<file path="src/rtl/lcd_hex_line_formatter_if.sv">
// ---------------------------------------------------------------------------
// lcd_hex_line_formatter_if
// Character stream between the line formatter and the downstream LCD feed.
//   o_char_valid  formatter -> LCD  a character is offered
//   o_char_data   formatter -> LCD  ASCII character
//   o_char_idx    formatter -> LCD  LCD column 0-15 of o_char_data
//   i_char_ready  LCD -> formatter  the character is accepted this cycle
// master = formatter side, slave = LCD feed side.
// ---------------------------------------------------------------------------
interface lcd_hex_line_formatter_if;
   logic       o_char_valid;
   logic [7:0] o_char_data;
   logic [3:0] o_char_idx;
   logic       i_char_ready;

   modport master (
      output o_char_valid,
      output o_char_data,
      output o_char_idx,
      input  i_char_ready
   );

   modport slave (
      input  o_char_valid,
      input  o_char_data,
      input  o_char_idx,
      output i_char_ready
   );
endinterface

</file>
<file path="src/rtl/lcd_hex_line_formatter.sv">
// ---------------------------------------------------------------------------
// lcd_hex_line_formatter
// Formats one 16-column LCD line "LLLL:HHHHHHHH" followed by three pad
// characters and streams it one character per transfer.
// Ports:
//   i_clk_40mhz    sole clock, rising edge
//   i_rst_40mhz_n  asynchronous active-low reset
//   i_start        one-cycle line request (accepted only when idle)
//   i_label        four ASCII label characters, [31:24] is column 0
//   i_value        value rendered as eight uppercase hex digits, MSB first
//   o_busy         a line is in progress
//   o_done         one-cycle pulse after column 15 is accepted
//   lcd            character stream (valid/data/idx out, ready in)
// All outputs are registered; i_char_ready only affects next-cycle state.
// ---------------------------------------------------------------------------
module lcd_hex_line_formatter #(
   parameter logic [7:0] PARAM_PAD_CHAR = 8'h20,
   parameter logic       PARAM_BLANK_LZ = 1'b0
) (
   input  logic                            i_clk_40mhz,
   input  logic                            i_rst_40mhz_n,
   input  logic                            i_start,
   input  logic [31:0]                     i_label,
   input  logic [31:0]                     i_value,
   output logic                            o_busy,
   output logic                            o_done,
   lcd_hex_line_formatter_if.master        lcd
);

   typedef enum logic [1:0] {IDLE, LOAD, EMIT, DONE} state_t;

   state_t      state_q, state_d;
   logic [31:0] label_q, value_q;
   logic        lz_q, lz_d;
   logic        load_copy;
   logic [7:0]  data_d;
   logic [3:0]  idx_d;

   // Character generator inputs/outputs for the column about to be offered.
   logic [3:0]  col_sel;
   logic        lz_in, lz_calc, is_digit;
   logic [3:0]  nib;
   logic [7:0]  char_calc;

   function automatic logic [7:0] hex_ascii(input logic [3:0] n);
      return (n < 4'd10) ? 8'h30 + {4'h0, n} : 8'h37 + {4'h0, n};
   endfunction

   // LOAD presents column 0 with a fresh leading-zero flag; EMIT presents
   // the column after the one being transferred.
   always_comb begin
      col_sel   = (state_q == LOAD) ? 4'd0 : lcd.o_char_idx + 4'd1;
      lz_in     = (state_q == LOAD) ? 1'b1 : lz_q;
      is_digit  = (col_sel >= 4'd5) && (col_sel <= 4'd12);

      case (col_sel)
         4'd5:    nib = value_q[31:28];
         4'd6:    nib = value_q[27:24];
         4'd7:    nib = value_q[23:20];
         4'd8:    nib = value_q[19:16];
         4'd9:    nib = value_q[15:12];
         4'd10:   nib = value_q[11:8];
         4'd11:   nib = value_q[7:4];
         4'd12:   nib = value_q[3:0];
         default: nib = 4'h0;
      endcase

      lz_calc = lz_in;
      case (col_sel)
         4'd0:    char_calc = label_q[31:24];
         4'd1:    char_calc = label_q[23:16];
         4'd2:    char_calc = label_q[15:8];
         4'd3:    char_calc = label_q[7:0];
         4'd4:    char_calc = 8'h3A;
         default: char_calc = PARAM_PAD_CHAR;
      endcase

      if (is_digit) begin
         if (nib != 4'h0) lz_calc = 1'b0;
         // Column 12 is always a digit so an all-zero value still shows "0".
         if (PARAM_BLANK_LZ && lz_in && (nib == 4'h0) && (col_sel != 4'd12))
            char_calc = PARAM_PAD_CHAR;
         else
            char_calc = hex_ascii(nib);
      end
   end

   // Next-state and next-output logic.
   always_comb begin
      // NOTE: every signal gets a default first so no path can infer a latch.
      state_d   = state_q;
      load_copy = 1'b0;
      data_d    = lcd.o_char_data;
      idx_d     = lcd.o_char_idx;
      lz_d      = lz_q;

      case (state_q)
         IDLE: begin
            if (i_start) begin
               state_d   = LOAD;
               load_copy = 1'b1;
            end
         end
         LOAD: begin
            state_d = EMIT;
            data_d  = char_calc;
            idx_d   = 4'd0;
            lz_d    = lz_calc;
         end
         EMIT: begin
            // o_char_valid is 1 throughout EMIT, so ready alone means transfer.
            if (lcd.i_char_ready) begin
               if (lcd.o_char_idx == 4'd15) begin
                  state_d = DONE;
               end else begin
                  data_d = char_calc;
                  idx_d  = col_sel;
                  lz_d   = lz_calc;
               end
            end
         end
         DONE:    state_d = IDLE;
         default: state_d = IDLE;
      endcase
   end

   always_ff @(posedge i_clk_40mhz or negedge i_rst_40mhz_n) begin
      // NOTE: sequential state uses non-blocking assignments so every
      // register samples pre-edge values regardless of statement order.
      if (!i_rst_40mhz_n) state_q <= IDLE;
      else                state_q <= state_d;
   end

   always_ff @(posedge i_clk_40mhz or negedge i_rst_40mhz_n) begin
      if (!i_rst_40mhz_n) begin
         // NOTE: the registered copies are plain data registers, but they are
         // reset anyway so a line can never render stale values after reset.
         label_q          <= 32'h0;
         value_q          <= 32'h0;
         lz_q             <= 1'b0;
         lcd.o_char_valid <= 1'b0;
         lcd.o_char_data  <= 8'h00;
         lcd.o_char_idx   <= 4'd0;
         o_busy           <= 1'b0;
         o_done           <= 1'b0;
      end else begin
         if (load_copy) begin
            label_q <= i_label;
            value_q <= i_value;
         end
         lz_q             <= lz_d;
         lcd.o_char_data  <= data_d;
         lcd.o_char_idx   <= idx_d;
         lcd.o_char_valid <= (state_d == EMIT);
         o_busy           <= (state_d != IDLE);
         o_done           <= (state_d == DONE);
      end
   end

endmodule

</file>
<file path="src/flat_wrapper.sv">
// flat-port wrapper written by rule: the top's interface ports become plain ports
module lcd_hex_line_formatter_flat 
#(
   parameter logic [7:0] PARAM_PAD_CHAR = 8'h20,
   parameter logic       PARAM_BLANK_LZ = 1'b0
)
  (i_clk_40mhz, i_rst_40mhz_n, i_start, i_label, i_value, o_busy, o_done, lcd_o_char_valid, lcd_o_char_data, lcd_o_char_idx, lcd_i_char_ready);
  lcd_hex_line_formatter_if lcd_i ();
  input  logic i_clk_40mhz;
  input  logic i_rst_40mhz_n;
  input  logic i_start;
  input  logic [31:0] i_label;
  input  logic [31:0] i_value;
  output logic o_busy;
  output logic o_done;
  output wire logic [$bits(lcd_i.o_char_valid)-1:0] lcd_o_char_valid;
  output wire logic [$bits(lcd_i.o_char_data)-1:0] lcd_o_char_data;
  output wire logic [$bits(lcd_i.o_char_idx)-1:0] lcd_o_char_idx;
  input wire logic [$bits(lcd_i.i_char_ready)-1:0] lcd_i_char_ready;
  assign lcd_o_char_valid = lcd_i.o_char_valid;
  assign lcd_o_char_data = lcd_i.o_char_data;
  assign lcd_o_char_idx = lcd_i.o_char_idx;
  assign lcd_i.i_char_ready = lcd_i_char_ready;
  lcd_hex_line_formatter #(.PARAM_PAD_CHAR(PARAM_PAD_CHAR), .PARAM_BLANK_LZ(PARAM_BLANK_LZ)) u_core (.i_clk_40mhz(i_clk_40mhz), .i_rst_40mhz_n(i_rst_40mhz_n), .i_start(i_start), .i_label(i_label), .i_value(i_value), .o_busy(o_busy), .o_done(o_done), .lcd(lcd_i));
endmodule
</file>
<file path="config.mk">
export PLATFORM = sky130hd
export DESIGN_NAME = lcd_hex_line_formatter_flat
export DESIGN_NICKNAME = d
export VERILOG_FILES = /design/src/rtl/lcd_hex_line_formatter_if.sv /design/src/rtl/lcd_hex_line_formatter.sv /design/src/flat_wrapper.sv
export SDC_FILE = /design/constraint.sdc
export NUM_CORES = 1
export LEC_CHECK = 0
export ABC_AREA = 1
export CAP_MARGIN = 20
export CELL_PAD_IN_SITES_DETAIL_PLACEMENT = 0
export CELL_PAD_IN_SITES_GLOBAL_PLACEMENT = 2
export CORE_UTILIZATION = 32
export CTS_CLUSTER_SIZE = 20
export DETAILED_ROUTE_END_ITERATION = 12
export GPL_TIMING_DRIVEN = 0
export PLACE_DENSITY_LB_ADDON = 0.1
export SLEW_MARGIN = 20
export SYNTH_ARGS = -nofsm -noshare
export SYNTH_HDL_FRONTEND = slang
export SYNTH_SLANG_ARGS = --single-unit
</file>
<file path="constraint.sdc">
create_clock -name i_clk_40mhz -period 3.15 [get_ports i_clk_40mhz]
set_clock_uncertainty 0.05 [all_clocks]
set_input_delay 0.63 -clock i_clk_40mhz [delete_from_list [all_inputs] [get_ports i_clk_40mhz]]
set_output_delay 0.63 -clock i_clk_40mhz [all_outputs]
set_load 0.01 [all_outputs]
</file>
==> impl_metrics.tcl <==
set metrics [dict create \
    drv_slew 0 \
    cts_tree "yes" \
    synth-simple-area-share_pct 19.7 \
    grt_util_met3_pct 3.08 \
    routabilityCongestion 0.758 \
    hpwl_um 7400 \
    ctsResizeCount 0 \
    met2_usage_pct 26.5 \
    synth_nets 445 \
    cts_max_path_buffers 2 \
    crit_buf_inv 2 \
    crit_path_top_delay_cell "nor2_1" \
    grt_max_degree 45 \
    drt-initial-drc-count 104 \
    cp_top_family "simple AND/OR/NAND/NOR gates" \
    start_util_pct 33.4 \
    synth-seq-area-share_pct 52.3 \
    violations "DRC" \
    whs_ps 214 \
    slew_headroom_pct 43.5 \
    peakVddDrop_mv 0.326 \
    critical_path_required_ps 3370 \
    clk_pin_slew_ps 60 \
    synthAdderAreaFrac_pct 1.94 \
    die_area_um2 12600 \
    worst-setup-path-type "reg -> reg" \
    fin_ws_ps 410 \
    endpoint_kind "flop" \
    postCtsHoldBufs 0 \
    syn_to_final_growth_pct 34.5 \
    status "finished with violations" \
    rows 39 \
    cp_slowest_stage_delay_ps 540 \
    die-height_um 112 \
    fmax_ghz 0.365 \
    ys.flop_type "dfrtp_1" \
    cts_made_buffers 9 \
    h-tree-depth 3 \
    grt_busiest_layer "met2" \
    syn-cell-area_um2 3880 \
    clkSinkCount 81 \
    remaining_drc_errors 3 \
    portBuffers 82 \
    p_leak_uw 0.00229 \
    final_area_um2 5210 \
    p_per_area_nw_per_um2 1000 \
    synth_edf_count 0 \
    vias 2919 \
    drive_above_1_share_pct 23.0 \
    n_antenna_cell 0 \
    r2r_start "u_core.lcd.o_char_idx[0]$_DFFE_PN0P_" \
    critical_path_arrival_ps 2960 \
    first_pass_iters 10 \
    dpl_cell_area_um2 4900 \
    cap_violations 0 \
    synth.area.mux_share_pct 18.6 \
    clkLatencyLatePin_ps 340 \
    cp_cell_sequence "ha_1 > nand2_4 > nor2_1 > nand3_1 > nand2_1 > inv_1 > nand2_1 > nor2_1 > ha_1 > nand3_1 > inv_1 > nor2_1 > nand2_1 > nand2_1" \
    syn_avg_cell_area_um2 10.4 \
    worstSetupStartpoint "u_core.lcd.o_char_idx[0]$_DFFE_PN0P_" \
    grt-ovfl-total 0 \
    finalCriticalPeriod_ps 2740 \
    grt_pass1_wl_um 16000 \
    post-cts-setup-buffer-count 0 \
    antenna_found_initial 0 \
    worstSetupStartpointType "flop" \
    final_core_util_pct 44.9 \
    ios 83 \
    final_hold_viol_count 0 \
    use_met1_pct 23.3 \
    yosys_warnings 0 \
    synth_top_family_by_area "simple AND/OR/NAND/NOR gates" \
    tightest_slew_ps 842 \
    grt_pass1_vias 3037 \
    wl_per_cell_um 16.1 \
    cp_max_fo 8 \
    critPathMostFrequentCell "nand2_1" \
    antenna_left 0 \
    rsz0062_at_grt "no" \
    hp-class "in -> async" \
    layout.nets 539 \
    dpl_worst_slack_ps 199 \
    tns_ps 0 \
    finalCritPeriodShare_pct 87.0 \
    core_um2 11600 \
    synth_seq_cells 81 \
    async_reset_ff_share_pct 100 \
    setup_viol 0 \
    via_per_inst 4.76 \
    synth-compound-area-share_pct 3.71 \
    gr-usage-all-layers_pct 16.8 \
    cts_root_buf "clkbuf_16" \
    ys_types 28 \
    synth_cells 371 \
    synth-xor-area-share_pct 0 \
    routed_wl_um 9900 \
    die_w_um 112 \
]
-- through the flow --
stage	cells	total power, µW
after floorplan	371	3370
final	613	5230
after detailed placement	597	4210
after global placement	596	4150
after global routing	613	5630
after CTS	613	5320
-- sequential cells by signal, indices dropped and copies added (netlist names) --
signal,count
u_core.label_q,32
u_core.lcd.o_char_data,8
u_core.lcd.o_char_idx,4
u_core.lcd.o_char_valid,1
u_core.o_busy,1
u_core.o_done,1
u_core.state_q,2
u_core.value_q,32
-- metal layers --
metal	wire length [µm]	share of wire, %
met4	90	0.91
met5	0	0
met1	4850	49
met2	4600	46
met3	354	3.6
-- final timing paths --
check | slack [ps] | to | cells after the start
worst max-delay path | 410 | u_core.lcd.o_char_data[6]$_DFFE_PN0P_ | 14
worst min-delay path | 210 | u_core.o_done$_DFF_PN0_ | 1
worst max register to register | 410 | u_core.lcd.o_char_data[6]$_DFFE_PN0P_ | 14
worst min register to register | 430 | u_core.lcd.o_char_data[5]$_DFFE_PN0P_ | 2
max in group asynchronous | 2230 | u_core.value_q[17]$_DFFE_PN0P_ | 2
min in group i_clk_40mhz | 430 | u_core.lcd.o_char_data[5]$_DFFE_PN0P_ | 2
-- final cells by class --
type / instances / area (µm²)
buffer: 9 / 36.3
clock buffer: 10 / 239
clock inverter: 6 / 72.6
fill: 1166 / 6400
inverter: 29 / 109
multi-input combinational: 252 / 1700
sequential: 81 / 2030
tap: 143 / 179
timing repair buffer: 83 / 846
-- synth_stat cells, types with 3 or more instances --
master | n | area share (%)
a22oi_1 | 3 | 0.58
clkbuf_1 | 7 | 0.68
dfrtp_1 | 81 | 52
ha_1 | 6 | 1.9
inv_1 | 24 | 2.3
inv_2 | 5 | 0.48
mux2_2 | 64 | 19
nand2_1 | 80 | 7.7
nand2_2 | 3 | 0.48
nand3_1 | 24 | 3.1
nand4_1 | 19 | 3.1
nor2_1 | 17 | 1.6
nor2_2 | 7 | 1.1
o21ai_0 | 9 | 1.2
-- kinds of logic (layout without fill, tap and decap cells) --
| group | count (synthesis) | after routing |
|---|---|---|
| adder cells (fa/ha/maj) | 6 | 6 |
| multiplexers | 64 | 64 |
| buffers and inverters | 38 | 137 |
| AO/OA/AOI/OAI | 23 | 23 |
| AND/OR/NAND/NOR | 159 | 159 |
| flip-flops | 81 | 81 |
-- where the power goes --
group | switching [µW] | total [µW] | internal (µW)
clock network | 440 | 1080 | 644
logic | 1270 | 2290 | 1020
registers | 291 | 1860 | 1570
-- cells in the final DEF, fill, tap and decap left out, types with 9 or more instances in the layout --
cell type        count
clkbuf_16            9
clkdlybuf4s50_1     81
dfrtp_1             81
inv_1               24
mux2_2              64
nand2_1             80
nand3_1             24
nand4_1             19
nor2_1              17
o21ai_0              9
Power figures use the tool's default switching activity.
